<file path="src/rtl/knight_anim_sequencer.sv">
// Knight sprite sequencer: per-pixel ROM address generation (with optional
// horizontal mirror and screen-edge clipping) plus the idle/walk/attack
// animation state machine, whose frame changes land only on vsync rising edges.
module knight_anim_sequencer #(
  parameter int SPRITE_W    = 50,
  parameter int SPRITE_H    = 64,
  parameter int FRAME_TICKS = 6
) (
  input  logic        vga_clk,
  input  logic        reset,
  input  logic        vsync,
  input  logic [9:0]  DrawX,
  input  logic [9:0]  DrawY,
  input  logic [9:0]  pos_x,
  input  logic [9:0]  pos_y,
  input  logic        facing_left,
  input  logic        walk,
  input  logic        attack_req,
  output logic [11:0] rom_address,
  output logic        sprite_on,
  output logic [2:0]  frame_sel,
  output logic        attack_busy,
  output logic        attack_done
);

  localparam int CNT_W = $clog2(FRAME_TICKS + 1);
  localparam logic [CNT_W-1:0] CNT_LAST = CNT_W'(FRAME_TICKS - 1);

  typedef enum logic [2:0] {
    IDLE   = 3'd0,
    WALK_A = 3'd1,
    WALK_B = 3'd2,
    ATK1   = 3'd3,
    ATK2   = 3'd4
  } state_t;

  // Row-major ROM index; the product never exceeds 12 bits inside the box.
  function automatic logic [11:0] row_major(input logic [10:0] row,
                                            input logic [10:0] col);
    return 12'(22'(row) * 22'(SPRITE_W) + 22'(col));
  endfunction

  // Address path inputs widened to 11 bits so pos+size never wraps at the edge.
  logic [10:0] x_p0, y_p0, px_p0, py_p0;
  logic [10:0] dx_p0, dy_p0, col_p0;
  logic        inside_p0;
  logic [11:0] addr_p0;

  assign x_p0      = {1'b0, DrawX};
  assign y_p0      = {1'b0, DrawY};
  assign px_p0     = {1'b0, pos_x};
  assign py_p0     = {1'b0, pos_y};
  assign dx_p0     = x_p0 - px_p0;
  assign dy_p0     = y_p0 - py_p0;
  assign inside_p0 = (x_p0 >= px_p0) && (x_p0 < px_p0 + 11'(SPRITE_W)) &&
                     (y_p0 >= py_p0) && (y_p0 < py_p0 + 11'(SPRITE_H));
  assign col_p0    = facing_left ? (11'(SPRITE_W - 1) - dx_p0) : dx_p0;
  assign addr_p0   = row_major(dy_p0, col_p0);

  // ---- stage p0 -> registered outputs ----
  // Register the address and in-box flag (one cycle of latency).
  always_ff @(posedge vga_clk) begin
    if (reset) begin
      rom_address <= '0;
      sprite_on   <= 1'b0;
    end else begin
      rom_address <= inside_p0 ? addr_p0 : 12'd0;
      sprite_on   <= inside_p0;
    end
  end

  state_t           state, state_nx;
  logic [CNT_W-1:0] cnt, cnt_nx;
  logic             done_nx;
  logic             take_attack;
  logic             vsync_prev;
  logic             pending;
  logic             tick;

  assign tick      = vsync & ~vsync_prev;
  assign frame_sel = state;

  // Edge detector history, attack-request latch and busy flag.
  always_ff @(posedge vga_clk) begin
    if (reset) begin
      vsync_prev  <= 1'b0;
      pending     <= 1'b0;
      attack_busy <= 1'b0;
    end else begin
      vsync_prev <= vsync;
      if (take_attack)
        pending <= 1'b0;
      else if (attack_req && !attack_busy)
        pending <= 1'b1;
      if (attack_done)
        attack_busy <= 1'b0;
      else if (attack_req && !attack_busy)
        attack_busy <= 1'b1;
    end
  end

  // Animation state, hold counter and completion pulse registers.
  always_ff @(posedge vga_clk) begin
    if (reset) begin
      state       <= IDLE;
      cnt         <= '0;
      attack_done <= 1'b0;
    end else begin
      state       <= state_nx;
      cnt         <= cnt_nx;
      attack_done <= done_nx;
    end
  end

  // Next-state logic; everything advances only on a vsync tick.
  always_comb begin
    state_nx    = state;
    cnt_nx      = cnt;
    done_nx     = 1'b0;
    take_attack = 1'b0;
    if (tick) begin
      case (state)
        IDLE: begin
          if (pending) begin
            state_nx    = ATK1;
            cnt_nx      = '0;
            take_attack = 1'b1;
          end else if (walk) begin
            state_nx = WALK_A;
            cnt_nx   = '0;
          end
        end
        WALK_A, WALK_B: begin
          if (pending) begin
            state_nx    = ATK1;
            cnt_nx      = '0;
            take_attack = 1'b1;
          end else if (!walk) begin
            state_nx = IDLE;
            cnt_nx   = '0;
          end else if (cnt == CNT_LAST) begin
            state_nx = (state == WALK_A) ? WALK_B : WALK_A;
            cnt_nx   = '0;
          end else begin
            cnt_nx = cnt + 1'b1;
          end
        end
        ATK1: begin
          if (cnt == CNT_LAST) begin
            state_nx = ATK2;
            cnt_nx   = '0;
          end else begin
            cnt_nx = cnt + 1'b1;
          end
        end
        ATK2: begin
          if (cnt == CNT_LAST) begin
            state_nx = walk ? WALK_A : IDLE;
            cnt_nx   = '0;
            done_nx  = 1'b1;
          end else begin
            cnt_nx = cnt + 1'b1;
          end
        end
        default: begin
          state_nx = IDLE;
          cnt_nx   = '0;
        end
      endcase
    end
  end

endmodule

</file>
<file path="config.mk">
export PLATFORM = sky130hd
export DESIGN_NAME = knight_anim_sequencer
export DESIGN_NICKNAME = d
export VERILOG_FILES = /design/src/rtl/knight_anim_sequencer.sv
export SDC_FILE = /design/constraint.sdc
export NUM_CORES = 1
export LEC_CHECK = 0
export BUFFER_PORTS_ARGS = -buffer_cell sky130_fd_sc_hd__buf_2
export CAP_MARGIN = 20
export CORE_MARGIN = 4
export CORE_UTILIZATION = 45
export DETAILED_ROUTE_END_ITERATION = 7
export GPL_TIMING_DRIVEN = 0
export PLACE_DENSITY = 0.64
export SYNTH_ARGS = -nofsm -noshare
export SYNTH_HDL_FRONTEND = slang
export SYNTH_SLANG_ARGS = --single-unit
</file>
<file path="constraint.sdc">
create_clock -name vga_clk -period 4.7 [get_ports vga_clk]
set_clock_uncertainty 0.05 [all_clocks]
set_input_delay 0.235 -clock vga_clk [delete_from_list [all_inputs] [get_ports vga_clk]]
set_output_delay 0.235 -clock vga_clk [all_outputs]
set_load 0.02 [all_outputs]
</file>
# == Word level (Yosys, flattened, before mapping) ==
# Cells that the tools add are included.
# totals
register_bits,23
word_cells,70
out_inout_bits,18
inputBits,46
# op_classes
n_bitwise,5
muxes,21
mul,1
reduce_logical,15
n_eq_ne,9
addsub,7
n_lt_le_gt_ge,4
# ops
cell,count
$mux 3,12
$lt 10x11->1,2
$sub 10x10->11,2
$ge 10x10->1,2
$add 12x11->12,1
$pmux 3 s4,1
$add 10x6->11 const B,1
$add 10x7->11 const B,1
$mul 11x5->11 const B,1
$mux 11,1
$sub 6x11->11 const A,1
$reduce_or 2->1,5
$pmux 3 s3,1
$eq 3x2->1 const B,2
$eq 3x3->1 const B,2
$reduce_or 3->1,2
$mux 1,5
$reduce_and 5->1,1
$logic_and 1x1->1,4
$ne 2x2->1 const B,2
$ne 4x4->1 const B,1
$not 1->1,4
$add 3x1->3 const B,1
$eq 3x1->1 const B,1
6 further kinds,6

# == Longest topological paths before layout ==
# depth
depth_word,7
ltp_mapped,23
mapped_depth_nobuf,23

# == Worst setup path before layout ==
# OpenSTA, ideal clock, no wires.
# synth_path
path_kind,input to register
start,input port DrawY[0]
end,register rom_address[11]
t_required_ns,4.535
arrival_time_ns,3.967
path_slack_ns,0.569
setup_time_ns,0.115
cell_stages,23
n_path_buf,0
path_cell_list,inv_1 > ha_1 > fa_1 > inv_1 > a21oi_1 > inv_1 > a21oi_1 > xnor2_1 > ha_1 > ha_1 > inv_1 > fa_1 > inv_1 > ha_1 > inv_1 > o21bai_1 > a21oi_1 > xnor2_1 > ha_1 > a21o_1 > a31oi_1 > xnor2_1 > nor2_1
# synth_via
elab_chain_cells,5
word_cells_on_any_way,9
cone_classes,add/sub: 2; mul: 1; order compare: 2; bitwise: 1; reduce/logical: 3
# synth_lines
element,line_no,text
from (decl),13,"input logic [9:0] DrawY,"
branches (longest 5 deep; another with $add 12x11->12),-,
to (signal assigned),67,rom_address <= inside_p0 ? addr_p0 : 12'd0;
to (decl),19,"output logic [11:0] rom_address,"
# Parallel ways; which one is timed is not known.
# A chain may end at the register's enable or synchronous reset.

# == Worst setup path in the final report ==
# layout_path
start,input port DrawY[0]
end,register rom_address[10]
# The elaborated chain is that of the path after synthesis.

==> reports/results.tsv <==
stage	metric	value	unit
run_status	status	finished, final reports clean	
setup_path	worstSetupStartpointType	input port	
global_route	overflow	0	
synthesis	yosysUniqueCellTypes	55	
synthesis	async_flop_share	0	%
timing	max-slew-margin-rel	61.65	%
die	die_h	95.05	microns
setup_path	path_class	input port to register	
timing	rsz0062_at_grt	false	
routing	met3_length	209	microns
clock_tree	cts-root-buf	clkbuf_8	
clock_tree	path_clk_slew	0.08	ns
setup_path	critPathMostFrequentCell	inv_1	
routing	maxUsedRoutingLayer	met4	
routing	wl	6790	microns
synthesis	synth.top_cell.area_share	24.22	%
die	core-area	7292	sq um
setup_path	cp_slowest_cell	fa_1	
clock_tree	cts_tree	built	
final_layout	layout-drive-gt1-share	15.99	%
power_and_ir_drop	p_leak	1.997	nW
timing	setup-tns-final	0	ns
routing	num_vias	2995	
synthesis	synth_ff_type	dfxtp_1	
global_route	grt_pass1_wl	12110	microns
timing	final_max_slew_viol_count	0	
synthesis	synth_area	3410	sq um
timing	period_share	90.84	%
synthesis	yosysTopAreaCell	ha_1	
setup_path	end_kind	register	
synthesis	ys_seq_elements	23	
setup_path	critical_path_required	4.83	ns
routing	route.detailed.drc	0	
flow_run	cap_violations	0	
setup_path	cp_top_family	adder cells	
synthesis	synth_area_leaders	ha_1, dfxtp_1, xnor2_1	
global_route	antenna_found_initial	0	
clock_tree	cts_sinks	23	
timing	period_needed	4.269	ns
clock_tree	insertion_delay	0.26	ns
synthesis	yosysWarnings	0	
power_and_ir_drop	power_density	506.5	nW/um^2
setup_path	path_buf_inv	8	
clock_tree	htree_levels	1	
final_layout	diodes	0	
die	start_util	46.76	%
global_route	grt_max_degree	13	
timing	setup_viol	0	
placement	portBuffers	62	
routing	wl_met2	3241	microns
global_route	grt_use_total	16.04	%
synthesis	synth_nets	548	
timing	max_freq	0.2342	GHz
routing	wire_per_inst	11.45	microns
routing	avgViaCountPerCell	5.051	
routing	first_pass_iters	4	
final_layout	fin_area	3900	sq um
routing	drtAntennaViolNets	0	
setup_path	crit_chain	buf_2 > inv_1 > ha_1 > fa_1 > inv_1 > a21oi_2 > inv_1 > a21oi_1 > xnor2_2 > ha_1 > ha_1 > inv_1 > fa_1 > inv_1 > ha_1 > inv_1 > o21bai_1 > a21oi_1 > xnor2_1 > ha_1 > inv_1 > nor4_1 > a41oi_1 > a31oi_1	
routing	drt-met1-wl	3296	microns
power_and_ir_drop	ir_drop	297.9	uV
die	rows	31	
worst_hold_path	hold_class	input port to register	
die	die_w	95.05	microns
setup_path	cp.arrival	4.40	ns
placement	gp_congestion	0.8405	
placement	hpwl	6091	microns
synthesis	synth-seq-area-share	13.50	%
timing	hold_viol	0	
placement	placed_area	3844	sq um
synthesis	synth_edf_count	0	
synthesis	postSynthCellCount	428	
power_and_ir_drop	report.power.total	1.975	mW
routing	first_iter_violations	64	
final_layout	nets	615	
setup_path	max_stage_delay	0.52	ns
synthesis	avgSynthCellArea	7.966	sq um
final_layout	syn2layout_area_growth	14.39	%
clock_tree	postCtsSetupBuffers	0	
die	ioPinCount	64	
global_route	grt_pass1_vias	2913	
setup_path	crit_fanout	6	
clock_tree	cts_buffers	3	
timing	worst_pin_slew	0.5692	ns
clock_tree	postCtsHoldBufs	0	
die	die-area	9034	sq um
clock_tree	clockBufferDepth	2	
[placed cells by master (no fill, tap or decap), types with 3 or more instances in the layout]
master	Yosys	final
a21boi_0	3	3
a21o_1	10	10
a21oi_1	37	36
a31oi_1	4	4
buf_2	1	63
clkbuf_1	3	4
clkbuf_8	0	3
dfxtp_1	23	23
fa_1	8	8
ha_1	66	66
inv_1	64	64
mux2i_1	3	3
nand2_1	15	15
nand2b_1	6	6
nand3_1	8	8
nand4_1	4	4
nor2_1	31	31
nor2b_1	10	10
nor3_1	9	9
nor4_1	6	6
o211ai_1	3	3
o21a_1	6	6
o21ai_0	18	18
o21bai_1	5	5
o31ai_1	5	5
xnor2_1	33	32
xor2_1	13	13
[cell usage after synthesis, drive strengths merged (3+ instances only)]
master	number
a31oi	4
a21boi	4
nor3	9
nand4	4
dfxtp	23
inv	64
clkbuf	4
xnor2	33
o21bai	5
nor2	31
nand2b	6
nand3	9
o21a	6
o31ai	5
a21oi	38
xor2	13
o21ai	19
or3	3
nand2	15
mux2i	3
ha	66
a21o	10
nor2b	10
fa	8
nor4	6
o211ai	3
[layout make-up]
cell class | instances | area (sq um)
timing repair buffer | 62 | 310.3
clock buffer | 4 | 45.04
multi-input combinational | 335 | 2688
sequential | 23 | 460.4
inverter | 64 | 240.2
fill | 739 | 3392
buffer | 6 | 32.53
tap | 99 | 123.9
[state kept, by name (all words and copies together) (netlist names)]
signal,cells
attack_done,1
vsync_prev,1
cnt,3
frame_sel,3
rom_address,12
pending,1
attack_busy,1
sprite_on,1
[cell families after synthesis]
| kind of cell | count (synthesis) | share of synthesized area (%) |
|---|---|---|
| compound gates | 107 | 20.04 |
| fa+ha+maj | 74 | 28.92 |
| buf+inv | 70 | 8.000 |
| flops | 23 | 13.50 |
| mux | 4 | 1.211 |
| simple gates | 103 | 15.85 |
| xor+xnor | 47 | 12.48 |
[metal layers]
layer  up-vias  track usage [%]
met5         -                0
met4         0            2.404
met3         4           0.9471
met2        42            29.36
met1      1329            21.09
li1       1620                -
[repair_timing]
item	4_1_cts	5_1_grt
setup endpoints to repair	0	1
hold endpoints to repair	0	0
resized for setup	0	2
[metrics by stage]
stage	std cells	util [%]	hold WS, ns	setup slack (ns)
floorplan	428	-	0.3132	0.5686
global placement	589	52.71	0.3529	0.1029
detailed placement	589	52.71	0.3606	0.03452
CTS	593	53.33	0.1548	0.2903
global route	593	53.48	0.1566	0.07031
finish	593	53.48	0.1533	0.4308
[worst paths after layout]
kind | from | depth (start not counted) | to | slack (ns)
max reg2reg | frame_sel[1] | 7 | frame_sel[1] | 2.59
min | vsync | 2 | vsync_prev | 0.15
max | DrawY[0] | 24 | rom_address[10] | 0.43
min reg2reg | attack_done | 1 | attack_busy | 0.35
[power breakdown]
part / internal [mW] / total [mW] / switching, mW
Combinational: 0.764 / 1.64 / 0.876
Clock: 0.0603 / 0.117 / 0.0565
Sequential: 0.212 / 0.218 / 0.00645
Total: 1.04 / 1.98 / 0.939
No activity file was read; power rests on OpenSTA's default activity.
